## config.mk

```make
export PLATFORM = sky130hd
export DESIGN_NAME = superscalar_regfile
export DESIGN_NICKNAME = d
export VERILOG_FILES = /design/src/rtl/superscalar_regfile.sv
export SDC_FILE = /design/constraint.sdc
export NUM_CORES = 2
export LEC_CHECK = 0
export BUFFER_PORTS_ARGS = -buffer_cell sky130_fd_sc_hd__buf_2
export CAP_MARGIN = 40
export CORE_ASPECT_RATIO = 1.1
export CORE_UTILIZATION = 40
export CTS_BUF_LIST = sky130_fd_sc_hd__clkbuf_8
export CTS_CLUSTER_SIZE = 25
export DETAILED_ROUTE_END_ITERATION = 10
export PLACE_DENSITY = 0.54
export SLEW_MARGIN = 15
export SYNTH_ARGS = -nofsm -noshare
export SYNTH_HDL_FRONTEND = slang
export SYNTH_SLANG_ARGS = --single-unit
```

## constraint.sdc

```tcl
create_clock -name clk -period 3.1 [get_ports clk]
set_input_delay 0.62 -clock clk [delete_from_list [all_inputs] [get_ports clk]]
set_output_delay 0.62 -clock clk [all_outputs]
set_load 0.05 [all_outputs]
```

## src/rtl/superscalar_regfile.sv

```systemverilog
// superscalar_regfile
//   Multi-ported architectural register file for a dual-issue pipeline, with a
//   per-register busy scoreboard and optional same-cycle write-to-read bypass.
//   Register 0 is hardwired to zero and is never busy.
//
// Ports
//   clk, rst_n               clock, asynchronous active-low reset
//   rd_addr0..3              read indices
//   rd_data0..3              read data (combinational)
//   rd_busy0..3              scoreboard busy for the read index (combinational)
//   wr_en0/1, wr_addr0/1,    write-back lanes; lane 1 is the younger
//   wr_data0/1               instruction and wins on an index conflict
//   set_en0/1, set_addr0/1   dispatch: mark destination register busy
//
// Parameters
//   DATA_W  register width
//   ADDR_W  index width, depth = 2**ADDR_W
//   BYPASS  1 = reads see same-cycle write data, 0 = stored value only
module superscalar_regfile #(
  parameter int DATA_W = 32,
  parameter int ADDR_W = 5,
  parameter int BYPASS = 1
) (
  input  logic              clk,
  input  logic              rst_n,
  input  logic [ADDR_W-1:0] rd_addr0,
  input  logic [ADDR_W-1:0] rd_addr1,
  input  logic [ADDR_W-1:0] rd_addr2,
  input  logic [ADDR_W-1:0] rd_addr3,
  output logic [DATA_W-1:0] rd_data0,
  output logic [DATA_W-1:0] rd_data1,
  output logic [DATA_W-1:0] rd_data2,
  output logic [DATA_W-1:0] rd_data3,
  output logic              rd_busy0,
  output logic              rd_busy1,
  output logic              rd_busy2,
  output logic              rd_busy3,
  input  logic              wr_en0,
  input  logic              wr_en1,
  input  logic [ADDR_W-1:0] wr_addr0,
  input  logic [ADDR_W-1:0] wr_addr1,
  input  logic [DATA_W-1:0] wr_data0,
  input  logic [DATA_W-1:0] wr_data1,
  input  logic              set_en0,
  input  logic              set_en1,
  input  logic [ADDR_W-1:0] set_addr0,
  input  logic [ADDR_W-1:0] set_addr1
);

  localparam int DEPTH = 2 ** ADDR_W;
  localparam bit USE_BYPASS = (BYPASS != 0);

  logic [DATA_W-1:0] regs [DEPTH];
  logic [DEPTH-1:0]  busy;
  logic [DEPTH-1:0]  busy_next;

  // Scoreboard next state: write-back clears, dispatch sets. Sets are applied
  // last so a new producer supersedes a completing older one.
  always_comb begin
    // NOTE: every bit gets a default first so no latch is inferred.
    busy_next = busy;
    if (wr_en0)  busy_next[wr_addr0]  = 1'b0;
    if (wr_en1)  busy_next[wr_addr1]  = 1'b0;
    if (set_en0) busy_next[set_addr0] = 1'b1;
    if (set_en1) busy_next[set_addr1] = 1'b1;
    busy_next[0] = 1'b0;
  end

  always_ff @(posedge clk or negedge rst_n) begin
    if (!rst_n) begin
      // NOTE: the array is flops, not a RAM macro, so it can and must be
      // reset; unwritten registers have to read 0, never X.
      for (int i = 0; i < DEPTH; i++) regs[i] <= '0;
      busy <= '0;
    end else begin
      // NOTE: non-blocking assignments; when both lanes hit the same index
      // the later assignment (lane 1, the younger instruction) is the one
      // that takes effect.
      if (wr_en0 && (wr_addr0 != '0)) regs[wr_addr0] <= wr_data0;
      if (wr_en1 && (wr_addr1 != '0)) regs[wr_addr1] <= wr_data1;
      busy <= busy_next;
    end
  end

  // Read ports, gathered into packed vectors so one generate loop serves all.
  logic [3:0][ADDR_W-1:0] rd_addr_p;
  logic [3:0][DATA_W-1:0] rd_data_p;
  logic [3:0]             rd_busy_p;

  assign rd_addr_p = {rd_addr3, rd_addr2, rd_addr1, rd_addr0};

  for (genvar k = 0; k < 4; k++) begin : g_rd
    logic hit0;
    logic hit1;
    assign hit0 = wr_en0 && (wr_addr0 == rd_addr_p[k]);
    assign hit1 = wr_en1 && (wr_addr1 == rd_addr_p[k]);

    // Index 0 short-circuits everything, so a write to 0 never bypasses.
    assign rd_data_p[k] = (rd_addr_p[k] == '0)   ? '0       :
                          (USE_BYPASS && hit1)   ? wr_data1 :
                          (USE_BYPASS && hit0)   ? wr_data0 :
                                                   regs[rd_addr_p[k]];

    // A consumer that receives bypassed data sees it as ready. Same-cycle
    // sets are not reflected until the next cycle.
    assign rd_busy_p[k] = busy[rd_addr_p[k]] && !(USE_BYPASS && (hit0 || hit1));
  end

  assign rd_data0 = rd_data_p[0];
  assign rd_data1 = rd_data_p[1];
  assign rd_data2 = rd_data_p[2];
  assign rd_data3 = rd_data_p[3];
  assign rd_busy0 = rd_busy_p[0];
  assign rd_busy1 = rd_busy_p[1];
  assign rd_busy2 = rd_busy_p[2];
  assign rd_busy3 = rd_busy_p[3];

endmodule

```

==> summary.txt <==
Pwr
  • Worst VDD drop: around 470 uV
  • Leakage: 46.2 nW
  • PwrDens: 592 nW/um2

Setup path
  • Crit path buffers/inverters: 2
  • Arrival time worst endpoint: between 3 and 4 ns
  • Largest fanout on the critical path: 2
  • CP peak stage delay: ~0.58 ns
  • Classification of the worst setup path: register to output port
  • Delay-heaviest family, CP: multiplexers
  • Crit path launch type: register
  • Worst Path Required: approximately 2.5 ns
  • Critical-path cell list: mux4_2, mux4_2, a222oi_1, buf_4, o21ai_4, buf_12
  • CP max stage cell: mux4_2
  • CP most frequent cell: mux4_2
  • CP Depth: 6
  • Critical Path End Type: output port
  • Worst reg-to-reg path cell count: 4

Layout
  • Area Overhead vs Synth: 30.9%
  • Share of layout cells above drive strength 1: between 40 and 50%
  • Final #Nets: 9,211
  • Multi-input logic area: 58,300 um2
  • Reg area: about 27,000 um2
  • Fill cells: 18,774
  • Cell area after layout: approximately 110,000 um2

Clock tree
  • Worst skew pair latency: 1.03 ns
  • Clk slew on worst S/H paths: 0.07 ns
  • Htree depth: 4
  • Sink Count: between 1,000 and 1,500
  • CTS root buffer: clkbuf_8
  • CTS tree: yes
  • TritonCTS Buffers: 203
  • Clock Tree Buf Depth: 3

Die
  • Num ports: between 200 and 250
  • Cell Rows: ~180
  • Total die area: 217,000 um2
  • Core ar.: 214,000 um2
  • Die width: 444 um
  • Die H: 488 um
  • Initial core utilization: 40.2%

Yosys
  • Cell with the most instances after synthesis: mux2i_1
  • EDFF count, synth: 0
  • Yosys reg bits: 1,055
  • Syn_area_per_cell: 10.5 um2
  • Synthesized area: 85,900 um2
  • Main synth FF type: dfrtp_1
  • Post-Synthesis Cells: 8,163
  • Yosys top cell by area: dfrtp_1
  • Top-area cell type share of the netlist area: between 30% and 40%
  • Synth top area cells: dfrtp_1 (31%), mux4_2 (26%), mux2i_1 (15%), a21oi_1 (3.8%), o21ai_0 (3.6%)
  • Post-synthesis sequential area ratio: 30.7%
  • Asr flop ratio synth: 100%
  • Ys Warns: 0
  • Library cells used by synthesis: between 60 and 70
  • Syn Nets: 8,273
  • Commonest cells post-synth: mux2i_1 (1,264), dfrtp_1 (1,055), mux4_2 (983), nor2_1 (712), nand2_1 (705)

Global routing
  • First-pass GRT wire length: 719,000 um
  • GRT Total Usage: 48.6%
  • Initial antenna violation count: 54
  • GRT Residual Overflow: 0
  • Largest net degree at the start of global routing: 82
  • Vias in the first global route: roughly 83,000

Run status
  • Status: finished, violations left
  • Failing checks: negative setup slack

Placement
  • Place WS: -0.898 ns
  • IO Port Bufs: 241
  • Routability Congestion: 1.04
  • DP Wirelength: around 360,000 um
  • DP Area: 103,000 um2

Route
  • Post-route ant nets: 0
  • Initial drt markers: 14,060
  • Per-cell routed wire length: 44.2 um
  • Via density per instance: 7.24
  • Via count: 87,704
  • Drt drc: 0
  • Drt pass-1 iters: 9
  • Post-Route WL: 535,000 um

STA
  • Final setup fails: 132
  • Final Hold Viols: 0
  • Final min period: 4.04 ns
  • Worst slew pin tran: 0.836 ns
  • Pins over their slew limit: 0
  • Worst setup margin: -0.937 ns
  • Maximum clock frequency: 248 MHz
  • RSZ-0062 raised after global routing: true
  • Rel. slew slack: 44.3%
  • Setup TNS: -81.90 ns
  • Layout Skew: 0 ns
  • Crit share post-route: 130%

Flow run
  • Max-Cap Viols: 0

Hold path
  • Hold Path Stages: 3
  • HP Class: input port to register
[cells in the final DEF, fill, tap and decap left out, drive strengths merged, types with 11 or more instances in the layout]
master	instances
o31ai	28
nor2b	69
xor2	18
or3	17
mux2	80
inv	77
mux2i	1264
mux4	983
nand3b	34
clkbuf	267
nor2	713
a22oi	46
o22ai	101
nand3	73
dlygate4sd3	25
buf	1781
a211oi	70
nor3	56
a2111oi	47
a31oi	40
a32oi	39
o221ai	60
a221oi	41
nor4	11
a21oi	655
and2	12
a221o	21
clkinv	32
diode	49
o211ai	39
dfrtp	1055
nand2	705
o21ai	624
and3	30
xnor2	22
[power by group]
group,switching (W),leakage (nW),internal [W]
clock network,0.00728,2.50,0.00853
registers,0.00496,12.8,0.0174
logic,0.0137,31.0,0.0147
[worst paths after layout]
| kind | from | to | slack, ns |
|---|---|---|---|
| max | regs[145]$_DFF_PN0_ | rd_data1[17] | -0.94 |
| min | wr_data1[12] | regs[492]$_DFF_PN0_ | 0.07 |
| max reg2reg | regs[717]$_DFF_PN0_ | regs[717]$_DFF_PN0_ | 1.64 |
| min reg2reg | regs[1017]$_DFF_PN0_ | regs[1017]$_DFF_PN0_ | 0.44 |
| max in group asynchronous | rst_n | regs[868]$_DFF_PN0_ | 1.71 |
| min in group asynchronous | rst_n | regs[579]$_DFF_PN0_ | 0.18 |
[per-stage QoR]
stage | total power, W | std cells | utilization (%) | hold slack [ns]
2_1_floorplan | 0.0364 | 8163 | - | 0.324
3_3_place_gp | 0.0462 | 11389 | 48.2 | 0.413
3_5_place_dp | 0.0468 | 11390 | 48.2 | 0.428
4_1_cts | 0.0648 | 12008 | 52.1 | 0.00133
5_1_grt | 0.0683 | 12078 | 52.6 | 0.0446
6_report | 0.0666 | 12107 | 52.6 | 0.0712
[area by class of cell]
cell class / count / area share, %
Sequential cell: 1055 / 23.6
Multi-Input combinational cell: 6013 / 51.9
Inverter: 20 / 0.0668
Clock inverter: 105 / 0.682
Tap cell: 2790 / 3.11
Timing Repair Buffer: 1808 / 17.3
Antenna cell: 49 / 0.109
Clock buffer: 267 / 3.27
[worst reg2reg max path, stage by stage, from the launching register on]
cell and delay (ns):
dfrtp_1 0.44, buf_6 0.15, mux2i_1 0.12, o21ai_0 0.08, dlygate4sd3_1 0.56
[per-layer routing]
metal / vias to the layer above / global-route usage [%] / wire (um)
met2: 8376 / 67.6 / 217000
met3: 2457 / 18.5 / 75400
li1: 33063 / - / -
met4: 24 / 44.5 / 61200
met5: - / 0 / 177
met1: 43784 / 57.9 / 181000
[cell families (layout without fill, tap and decap cells)]
group / count (synthesis) / count (layout) / synth area share [%]
AO/OA/AOI/OAI: 1873 / 1873 / 12.9
multiplexers: 2327 / 2327 / 41.6
XOR/XNOR: 40 / 40 / 0.408
buffers and inverters: 1095 / 2200 / 5.67
AND/OR/NAND/NOR: 1773 / 1773 / 8.74
other: 0 / 49 / 0
flip-flops: 1055 / 1055 / 30.7
[what timing repair did]
item / 4_1_cts / 5_1_grt
endpoints found under the hold margin: 139 / 0
pin swaps: 200 / 126
cloned: 2 / 0
endpoints found under the setup margin: 132 / 132
gates resized for setup: 505 / 182
setup buffers: 236 / 57
hold buffers: 25 / 0
[sequential cells by signal (all words and copies together), names as in the netlist]
register / count
busy: 31
regs: 1024
No activity file was read; power rests on OpenSTA's default activity.
